## src/rtl/sdram_req_mux.sv

```systemverilog
// rtl/sdram_req_mux.sv - 8-cycle slot arbiter and read capture in front of the sdram controller
// Optional loader port enabled by defining SDRAM_MUX_LOADER_EN.
module sdram_req_mux #(
    parameter int ADDR_W      = 25,
    parameter int CAPTURE_DLY = 7
) (
    input  logic              clk,
    input  logic              init_n,
    input  logic              clkref,
    input  logic              cpu_req,
    input  logic              cpu_we,
    input  logic [ADDR_W-1:0] cpu_addr,
    input  logic              cpu_aux,
    input  logic [7:0]        cpu_din,
    output logic [7:0]        cpu_dout,
    output logic              cpu_done,
    input  logic              ld_wr,
    input  logic [ADDR_W-1:0] ld_addr,
    input  logic              ld_aux,
    input  logic [7:0]        ld_din,
    output logic              ld_busy,
    output logic              ld_ovf,
    output logic [ADDR_W-1:0] ram_addr,
    output logic              ram_we,
    output logic              ram_aux,
    output logic [7:0]        ram_din,
    input  logic [15:0]       ram_dout
);

    typedef enum logic [1:0] {OWN_IDLE, OWN_CPU, OWN_LOAD} owner_t;

    localparam bit       CAP_OK = (CAPTURE_DLY >= 0) && (CAPTURE_DLY <= 7);
    localparam logic [2:0] CAP3 = 3'(CAPTURE_DLY);

    logic              ref_q1, ref_q2;
    logic              slot_start;
    logic [2:0]        ph;
    owner_t            owner, owner_nxt;
    logic              load_pend;
    logic [ADDR_W-1:0] buf_addr;
    logic              buf_aux;
    logic [7:0]        buf_din;
    logic              cap_fire, cap_we, cap_aux;

    assign slot_start = ref_q1 & ~ref_q2;

`ifdef SDRAM_MUX_LOADER_EN
    logic busy_q, ovf_q;

    always_ff @(posedge clk or negedge init_n) begin
        if (!init_n) begin
            busy_q   <= 1'b0;
            ovf_q    <= 1'b0;
            buf_addr <= '0;
            buf_aux  <= 1'b0;
            buf_din  <= '0;
        end else begin
            if (slot_start && busy_q)
                busy_q <= 1'b0;
            if (ld_wr) begin
                if (busy_q) begin
                    ovf_q <= 1'b1;
                end else begin
                    buf_addr <= ld_addr;
                    buf_aux  <= ld_aux;
                    buf_din  <= ld_din;
                    busy_q   <= 1'b1;
                end
            end
        end
    end

    assign load_pend = busy_q;
    assign ld_busy   = busy_q;
    assign ld_ovf    = ovf_q;
`else
    logic unused_ld;
    assign unused_ld = ^{ld_wr, ld_addr, ld_aux, ld_din};
    assign load_pend = 1'b0;
    assign buf_addr  = '0;
    assign buf_aux   = 1'b0;
    assign buf_din   = '0;
    assign ld_busy   = 1'b0;
    assign ld_ovf    = 1'b0;
`endif

    always_comb begin
        owner_nxt = OWN_IDLE;
        if (load_pend)
            owner_nxt = OWN_LOAD;
        else if (cpu_req)
            owner_nxt = OWN_CPU;
    end

    // Capture fires on the edge that moves ph onto CAPTURE_DLY, so cpu_done is high while ph == CAPTURE_DLY.
    always_comb begin
        cap_fire = 1'b0;
        cap_we   = ram_we;
        cap_aux  = ram_aux;
        if (slot_start) begin
            cap_fire = CAP_OK && (CAP3 == 3'd0) && (owner_nxt == OWN_CPU);
            cap_we   = cpu_we;
            cap_aux  = cpu_aux;
        end else begin
            cap_fire = CAP_OK && (owner == OWN_CPU) && (ph != 3'd7) && ((ph + 3'd1) == CAP3);
        end
    end

    // Synchroniser resets high so a clkref already high at release does not open a slot.
    always_ff @(posedge clk or negedge init_n) begin
        if (!init_n) begin
            ref_q1   <= 1'b1;
            ref_q2   <= 1'b1;
            ph       <= 3'd7;
            owner    <= OWN_IDLE;
            ram_addr <= '0;
            ram_we   <= 1'b0;
            ram_aux  <= 1'b0;
            ram_din  <= '0;
            cpu_dout <= '0;
            cpu_done <= 1'b0;
        end else begin
            ref_q1   <= clkref;
            ref_q2   <= ref_q1;
            cpu_done <= cap_fire;
            if (cap_fire && !cap_we)
                cpu_dout <= cap_aux ? ram_dout[7:0] : ram_dout[15:8];
            if (slot_start) begin
                ph    <= 3'd0;
                owner <= owner_nxt;
                case (owner_nxt)
                    OWN_LOAD: begin
                        ram_addr <= buf_addr;
                        ram_we   <= 1'b1;
                        ram_aux  <= buf_aux;
                        ram_din  <= buf_din;
                    end
                    OWN_CPU: begin
                        ram_addr <= cpu_addr;
                        ram_we   <= cpu_we;
                        ram_aux  <= cpu_aux;
                        ram_din  <= cpu_din;
                    end
                    default: ram_we <= 1'b0;
                endcase
            end else if (ph != 3'd7) begin
                ph <= ph + 3'd1;
            end
        end
    end

endmodule

```

## config.mk

```make
export PLATFORM = sky130hd
export DESIGN_NAME = sdram_req_mux
export DESIGN_NICKNAME = d
export VERILOG_FILES = /design/src/rtl/sdram_req_mux.sv
export SDC_FILE = /design/constraint.sdc
export NUM_CORES = 1
export LEC_CHECK = 0
export CAP_MARGIN = 25
export CORE_MARGIN = 4
export CORE_UTILIZATION = 43
export CTS_BUF_LIST = sky130_fd_sc_hd__clkbuf_8
export CTS_CLUSTER_DIAMETER = 100
export CTS_CLUSTER_SIZE = 10
export DETAILED_ROUTE_END_ITERATION = 8
export GPL_ROUTABILITY_DRIVEN = 0
export HOLD_SLACK_MARGIN = 0.15
export PLACE_DENSITY = 0.95
export SLEW_MARGIN = 25
export SYNTH_ARGS = -nofsm -noshare
export SYNTH_HDL_FRONTEND = slang
export SYNTH_SLANG_ARGS = --single-unit
export TNS_END_PERCENT = 10
```

## constraint.sdc

```tcl
create_clock -name clk -period 4.2 [get_ports clk]
set_input_delay 0.42 -clock clk [delete_from_list [all_inputs] [get_ports clk]]
set_output_delay 0.42 -clock clk [all_outputs]
set_load 0.01 [all_outputs]
```

==> results.yml, run 1 <==
timing:
  worst-slew-pin-transition_ps: 634.1
  final-setup-viol-count: 0
  slew_viol_final: 0
  fin_skew_ps: 5.582
  timing_limited_maximum_frequency_ghz: 0.4956
  finalSetupTns_ps: 0
  slew-limit-headroom_pct: 57.73
  final_hold_viol_count: 0
  final_min_period_over_clock_period_pct: 48.04
  min_period_ps: 2018
  grt_setup_unrepaired: "no"
synth:
  syn-instance-count: 176
  synth.ff_latch_count: 50
  synth_seq_area_share_pct: 51.43
  synth_compound_area_share_pct: 11.05
  synth_top_family_by_area: "multiplexers"
  synth_fa_ha_area_share_pct: 1.535
  simple_gate_portion_of_the_synthesized_area_pct: 10.90
  xor_xnor_portion_of_the_synthesized_cell_area_pct: 0.3582
  netlist-cell-type-count: 32
  yosys-mux-area-fraction_pct: 20.52
  yosys_warnings: 0
  avgSynthCellArea_um2: 13.89
  synth_area_um2: 2445
power:
  power.share.sequential_pct: 43.1
  pwr-share-clk_pct: 20.6
  power.switching_fraction_pct: 28.12
  power.internal_w: 0.001151
  power_frac_comb_pct: 36.3
  power.ir.vdd_worst_mv: 0.2347
  power.leakage_nw: 1.516
  power_per_cell_area_nw_per_um2: 451.6
  power.switching_w: 0.0004503
cells_and_area:
  fraction_of_layout_instances_using_a_drive_strength_above_1_pct: 20.30
  multi_input_area_um2: 1092
  finalNetCount: 363
  final_common_cell: "sky130_fd_sc_hd__clkdlybuf4s50_1"
  final_cell_count_no_fill: 343
  antenna_cells_inserted: 0
  num-fill-cells: 414
  leading_cell_types_in_the_layout_fill_and_taps_excluded: "sky130_fd_sc_hd__clkdlybuf4s50_1 (97), sky130_fd_sc_hd__dfrtp_1 (45), sky130_fd_sc_hd__mux2_4 (29), sky130_fd_sc_hd__o21ai_0 (9)"
  syn_to_final_growth_pct: 45.04
  ff_latch_area_um2: 1257
setup_path:
  cp_slowest_stage_delay_ps: 660
  worst_path_dominant_cell_family: "flip-flops"
  critical_path.n_buffers_inverters: 1
  crit_path_max_fanout: 18
  critical_path_arrival_ps: 1600
  startpoint_type_of_the_worst_setup_path: "flip-flop"
  critical_path.slowest_cell: "sky130_fd_sc_hd__dfrtp_1"
  critPathRequiredTime_ps: 3780
  critPathKind: "reg -> out"
  end_kind: "output pin"
  worstPathCellList: "clkdlybuf4s50_1"
route:
  vias_per_cell: 5.210
  antenna_violating_nets_post_route: 0
  met2_wirelength_um: 2762
  detailedRoute.firstIterationViolations: 101
  routed_metal_1_wirelength_um: 2255
  detailroute.via_count: 1787
  met3_length_um: 414
  wl_um: 5474
  drc_errors: 0
  topRoutingLayerUsed: "met4"
  detail_routed_net_length_per_standard_cell_um: 15.96
  drtPass1Iterations: 4
clock_network:
  cts.reportedPaths.clkPinSlew_ps: 90
  cts-root-to-sink-buffers: 2
  tritoncts: "built"
  cts_setup_buffers: 0
  clock_tree.root_cell: "sky130_fd_sc_hd__clkbuf_8"
  cts_made_buffers: 5
  cts_sinks: 50
  worstSkewPairLatency_ps: 300
  cts_htree_levels: 2
floorplan:
  fp.dieW_um: 83.41
  core_region_area_um2: 5507
  io_pins: 136
  die_area_um2: 6956
  std_cell_rows: 27
  initial_utilization_pct: 44.40
  height_of_the_chip_um: 83.41
grt:
  grt_pass1_vias: 1928
  global_route_usage_sum_pct: 16.13
  grt_max_degree: 51
  grt-ovfl-total: 0
  grt_antenna_before_repair: 0
  grt_first_pass_wirelength_um: 9135
placement:
  detailedPlacementHpwl_um: 3883
  io_buffer_count: 98
  dp.cells: 334
min_path:
  holdCritPathClass: "reg -> reg"
job:
  drv.max_cap_violation_count: 0
run_status:
  status: "complete, no violations"
-- Yosys cell counts (all sizes together) --
cell | count | area, um^2
and4bb | 2 | 25.02
and4 | 1 | 11.26
mux2i | 1 | 10.01
conb | 1 | 3.750
nor2 | 4 | 15.01
xor2 | 1 | 8.760
and3 | 1 | 6.260
clkbuf | 3 | 11.26
nand2b | 1 | 6.260
o21ai | 9 | 45.04
nand3 | 1 | 5.000
nor4bb | 6 | 60.06
ha | 3 | 37.54
and2 | 8 | 50.05
and2b | 1 | 10.01
inv | 1 | 3.750
nor2b | 8 | 50.05
buf | 10 | 80.07
dfstp | 5 | 131.4
clkinv | 1 | 3.750
dfrtp | 45 | 1126
and3b | 1 | 8.760
a21oi | 1 | 5.000
a41oi | 8 | 70.07
a31oi | 16 | 150.1
mux2 | 34 | 491.7
nand2 | 3 | 18.77
-- worst reg2reg max path: cells and delay by family (launching register included) --
kind,cells,cell delay [ps]
multiplexers,1,420
flip-flops,1,640
AND/OR/NAND/NOR,2,760
-- flip-flops by register name, indices dropped and copies added, names as in the netlist --
name and cells:
ref_q2 1, cpu_done 1, ph 3, owner 1
cpu_dout 8, ram_we 1, ram_addr 25, ram_aux 1
ref_q1 1, ram_din 8
-- timing repair --
| action | CTS | global route |
|---|---|---|
| hold endpoints to repair | 4 | 0 |
| hold buffers | 1 | 0 |
| gates resized for setup | 0 | 0 |
-- cell type report --
cell class	count	area share [%]
clock inverters	3	1.164
repair buffers	99	27.88
well taps	72	2.541
multi-input cells	112	30.80
inverters	2	0.2117
clock buffers	5	1.941
flip-flops and latches	50	35.46
-- power by group through the flow --
stage	clock network [W]	logic (W)	registers (W)
global placement	0	0.000571	0.000691
global route	0.000359	0.000628	0.000706
CTS	0.000340	0.000591	0.000690
detailed placement	0	0.000588	0.000696
finish	0.000330	0.000582	0.000690
floorplan	0	0.000247	0.000729
-- kinds of logic after synthesis --
kind of cell	count (synthesis)
other cells	1
simple gates	37
fa+ha+maj	3
xor+xnor	1
compound gates	34
flops	50
buf+inv	15
mux	35
-- path summary, 6_finish.rpt --
check	cells after the start	slack, ps	endpoint	startpoint
max	1	2180	ram_aux	ram_aux
max reg2reg	3	2270	ram_addr[10]	ref_q2
min	0	440	ref_q2	ref_q1
min reg2reg	0	440	ref_q2	ref_q1
max in group asynchronous	2	3110	ram_addr[11]	init_n
min in group asynchronous	2	670	cpu_dout[4]	init_n
-- through the flow --
stage / util (%) / worst slack [ps] / hold WS, ps / cell area [um^2] / total power [W]
after floorplan: - / 2463 / 124.4 / 2449 / 0.0009754
after global placement: 62.17 / 2282 / 431.7 / 3423 / 0.001261
after detailed placement: 62.21 / 2259 / 432.8 / 3426 / 0.001285
after CTS: 64.39 / 2195 / 446.6 / 3546 / 0.001621
after global routing: 64.39 / 2082 / 454.1 / 3546 / 0.001693
final: 64.39 / 2182 / 444.1 / 3546 / 0.001602
-- layer usage --
metal  up-vias  track usage (%)
li1        832                -
met4         0            3.269
met3         5            5.556
met5         -                0
met2        71            28.21
met1       879            19.23
(Power assumes the default switching activity.)
==> run 2: changes to the inputs <==
- CORE_UTILIZATION: 43 -> 40
- PLACE_DENSITY: 0.95 -> 0.92
- clock period: 4.2 -> 2.1 ns (I/O delays scaled with it)
==> results.yml, run 2 (synthesis gave the netlist of run 1 again) <==
route:
  detail_routed_net_length_per_standard_cell_um: 16.32
  detailedRoute.firstIterationViolations: 57
  drtPass1Iterations: 4
  wl_um: 5760
  antenna_violating_nets_post_route: 0
  drc_errors: 0
  detailroute.via_count: 1778
  vias_per_cell: 5.037
min_path:
  holdCritPathClass: "in -> reg"
  worstHoldPathCells: 1
cells_and_area:
  fraction_of_layout_instances_using_a_drive_strength_above_1_pct: 22.66
  multi_input_area_um2: 1092
  antenna_cells_inserted: 0
  regMostFlops: "ram_addr"
  leading_cell_types_in_the_layout_fill_and_taps_excluded: "sky130_fd_sc_hd__clkdlybuf4s50_1 (97), sky130_fd_sc_hd__dfrtp_1 (45), sky130_fd_sc_hd__mux2_4 (29), sky130_fd_sc_hd__o21ai_0 (9)"
  utilization_pct: 61.20
  finalNetCount: 370
  largest_register_ffs: 25
  num-fill-cells: 480
  syn_to_final_growth_pct: 48.21
  final_common_cell: "sky130_fd_sc_hd__clkdlybuf4s50_1"
  ff_latch_area_um2: 1257
  reg_top3: "ram_addr (25), cpu_dout (8), ram_din (8)"
clock_network:
  cts_hold_buffers: 1
  clock_tree.root_cell: "sky130_fd_sc_hd__clkbuf_8"
  cts_repair_resize_count: 0
  cts_setup_buffers: 0
  cts-root-to-sink-buffers: 2
  cts_htree_levels: 2
  worstSkewPairLatency_ps: 300
  cts.reportedPaths.clkPinSlew_ps: 90
  cts_sinks: 50
  tritoncts: "built"
  cts_made_buffers: 5
setup_path:
  cpMostUsedCell: "sky130_fd_sc_hd__ha_1"
  worst-r2r-cell-count: 5
  end_kind: "flip-flop"
  critical_path_arrival_ps: 2050
  critical_path.slowest_cell: "sky130_fd_sc_hd__and3b_1"
  crit_path_max_fanout: 10
  startpoint_type_of_the_worst_setup_path: "flip-flop"
  critPathRequiredTime_ps: 2290
  worstPathCellList: "ha_1, ha_1, and3b_1, and4_4, a31oi_2"
  cp_slowest_stage_delay_ps: 440
  critPathKind: "reg -> reg"
grt:
  grt_pass1_vias: 1949
  grt_first_pass_wirelength_um: 9453
  grt_antenna_before_repair: 0
  grt_max_degree: 20
  global_route_usage_sum_pct: 16.04
  grt-ovfl-total: 0
placement:
  detailedPlacementHpwl_um: 4446
  io_buffer_count: 98
run_status:
  status: "complete, no violations"
timing:
  final_hold_viol_count: 0
  timing_limited_maximum_frequency_ghz: 0.5372
  fin_skew_ps: 7.940
  min_period_ps: 1862
  slew_viol_final: 0
  timing.hold.ws_ps: 306.4
  grt_setup_unrepaired: "no"
  finalSetupTns_ps: 0
  final_min_period_over_clock_period_pct: 88.64
  final-setup-viol-count: 0
power:
  power.leakage_nw: 1.562
  power.ir.vdd_worst_mv: 0.4938
  power_per_cell_area_nw_per_um2: 888.8
floorplan:
  std_cell_rows: 28
  io_pins: 136
  core_region_area_um2: 5921
  die_area_um2: 7427
  fp.dieW_um: 86.18
  initial_utilization_pct: 41.29
  height_of_the_chip_um: 86.18
job:
  drv.max_cap_violation_count: 0
## run 2: final timing paths
check | end | start | slack, ps
worst max-delay path | cpu_dout[0] | ph[0] | 240
worst min-delay path | ref_q1 | clkref | 310
worst max register to register | cpu_dout[0] | ph[0] | 240
worst min register to register | ref_q2 | ref_q1 | 440
max in group asynchronous | ref_q1 | init_n | 1080
min in group asynchronous | ram_addr[13] | init_n | 370
## run 2: power breakdown
part           internal [W]  switching [W]
Combinational      0.000748       0.000444
Sequential          0.00122       0.000148
Clock              0.000351       0.000314
Total               0.00231       0.000906
## run 2: per-stage QoR
stage                     instances  setup WS, ps  total power (W)  cell area (um^2)
final                           353         238.5         0.003220              3623
after global routing            353         106.6         0.003427              3623
after CTS                       353         227.1         0.003267              3623
after detailed placement        344         237.0         0.002586              3505
after global placement          344         278.7         0.002543              3505
after floorplan                 177         363.3         0.001951              2449
## run 2: worst max-delay path: cells and delay by family (launching register included)
family                   cells  cell delay, ps
AO/OA/AOI/OAI                1             100
adder cells (fa/ha/maj)      2             440
flip-flops                   1             390
AND/OR/NAND/NOR              2             810
## run 2: layout make-up
cell class | instances | share of cell area (%)
well taps | 75 | 2.590
clock buffers | 5 | 1.899
clock inverters | 3 | 1.105
flip-flops and latches | 50 | 34.70
multi-input cells | 112 | 30.15
repair buffers | 106 | 29.35
inverters | 2 | 0.2072
## run 2: metal layers
| metal | up-vias | GRT usage (%) | routed length (um) |
|---|---|---|---|
| li1 | 840 | - | - |
| met3 | 5 | 5.703 | 397 |
| met4 | 0 | 2.975 | 37 |
| met1 | 876 | 19.02 | 2262 |
| met5 | - | 0 | 0 |
| met2 | 57 | 28.31 | 3062 |
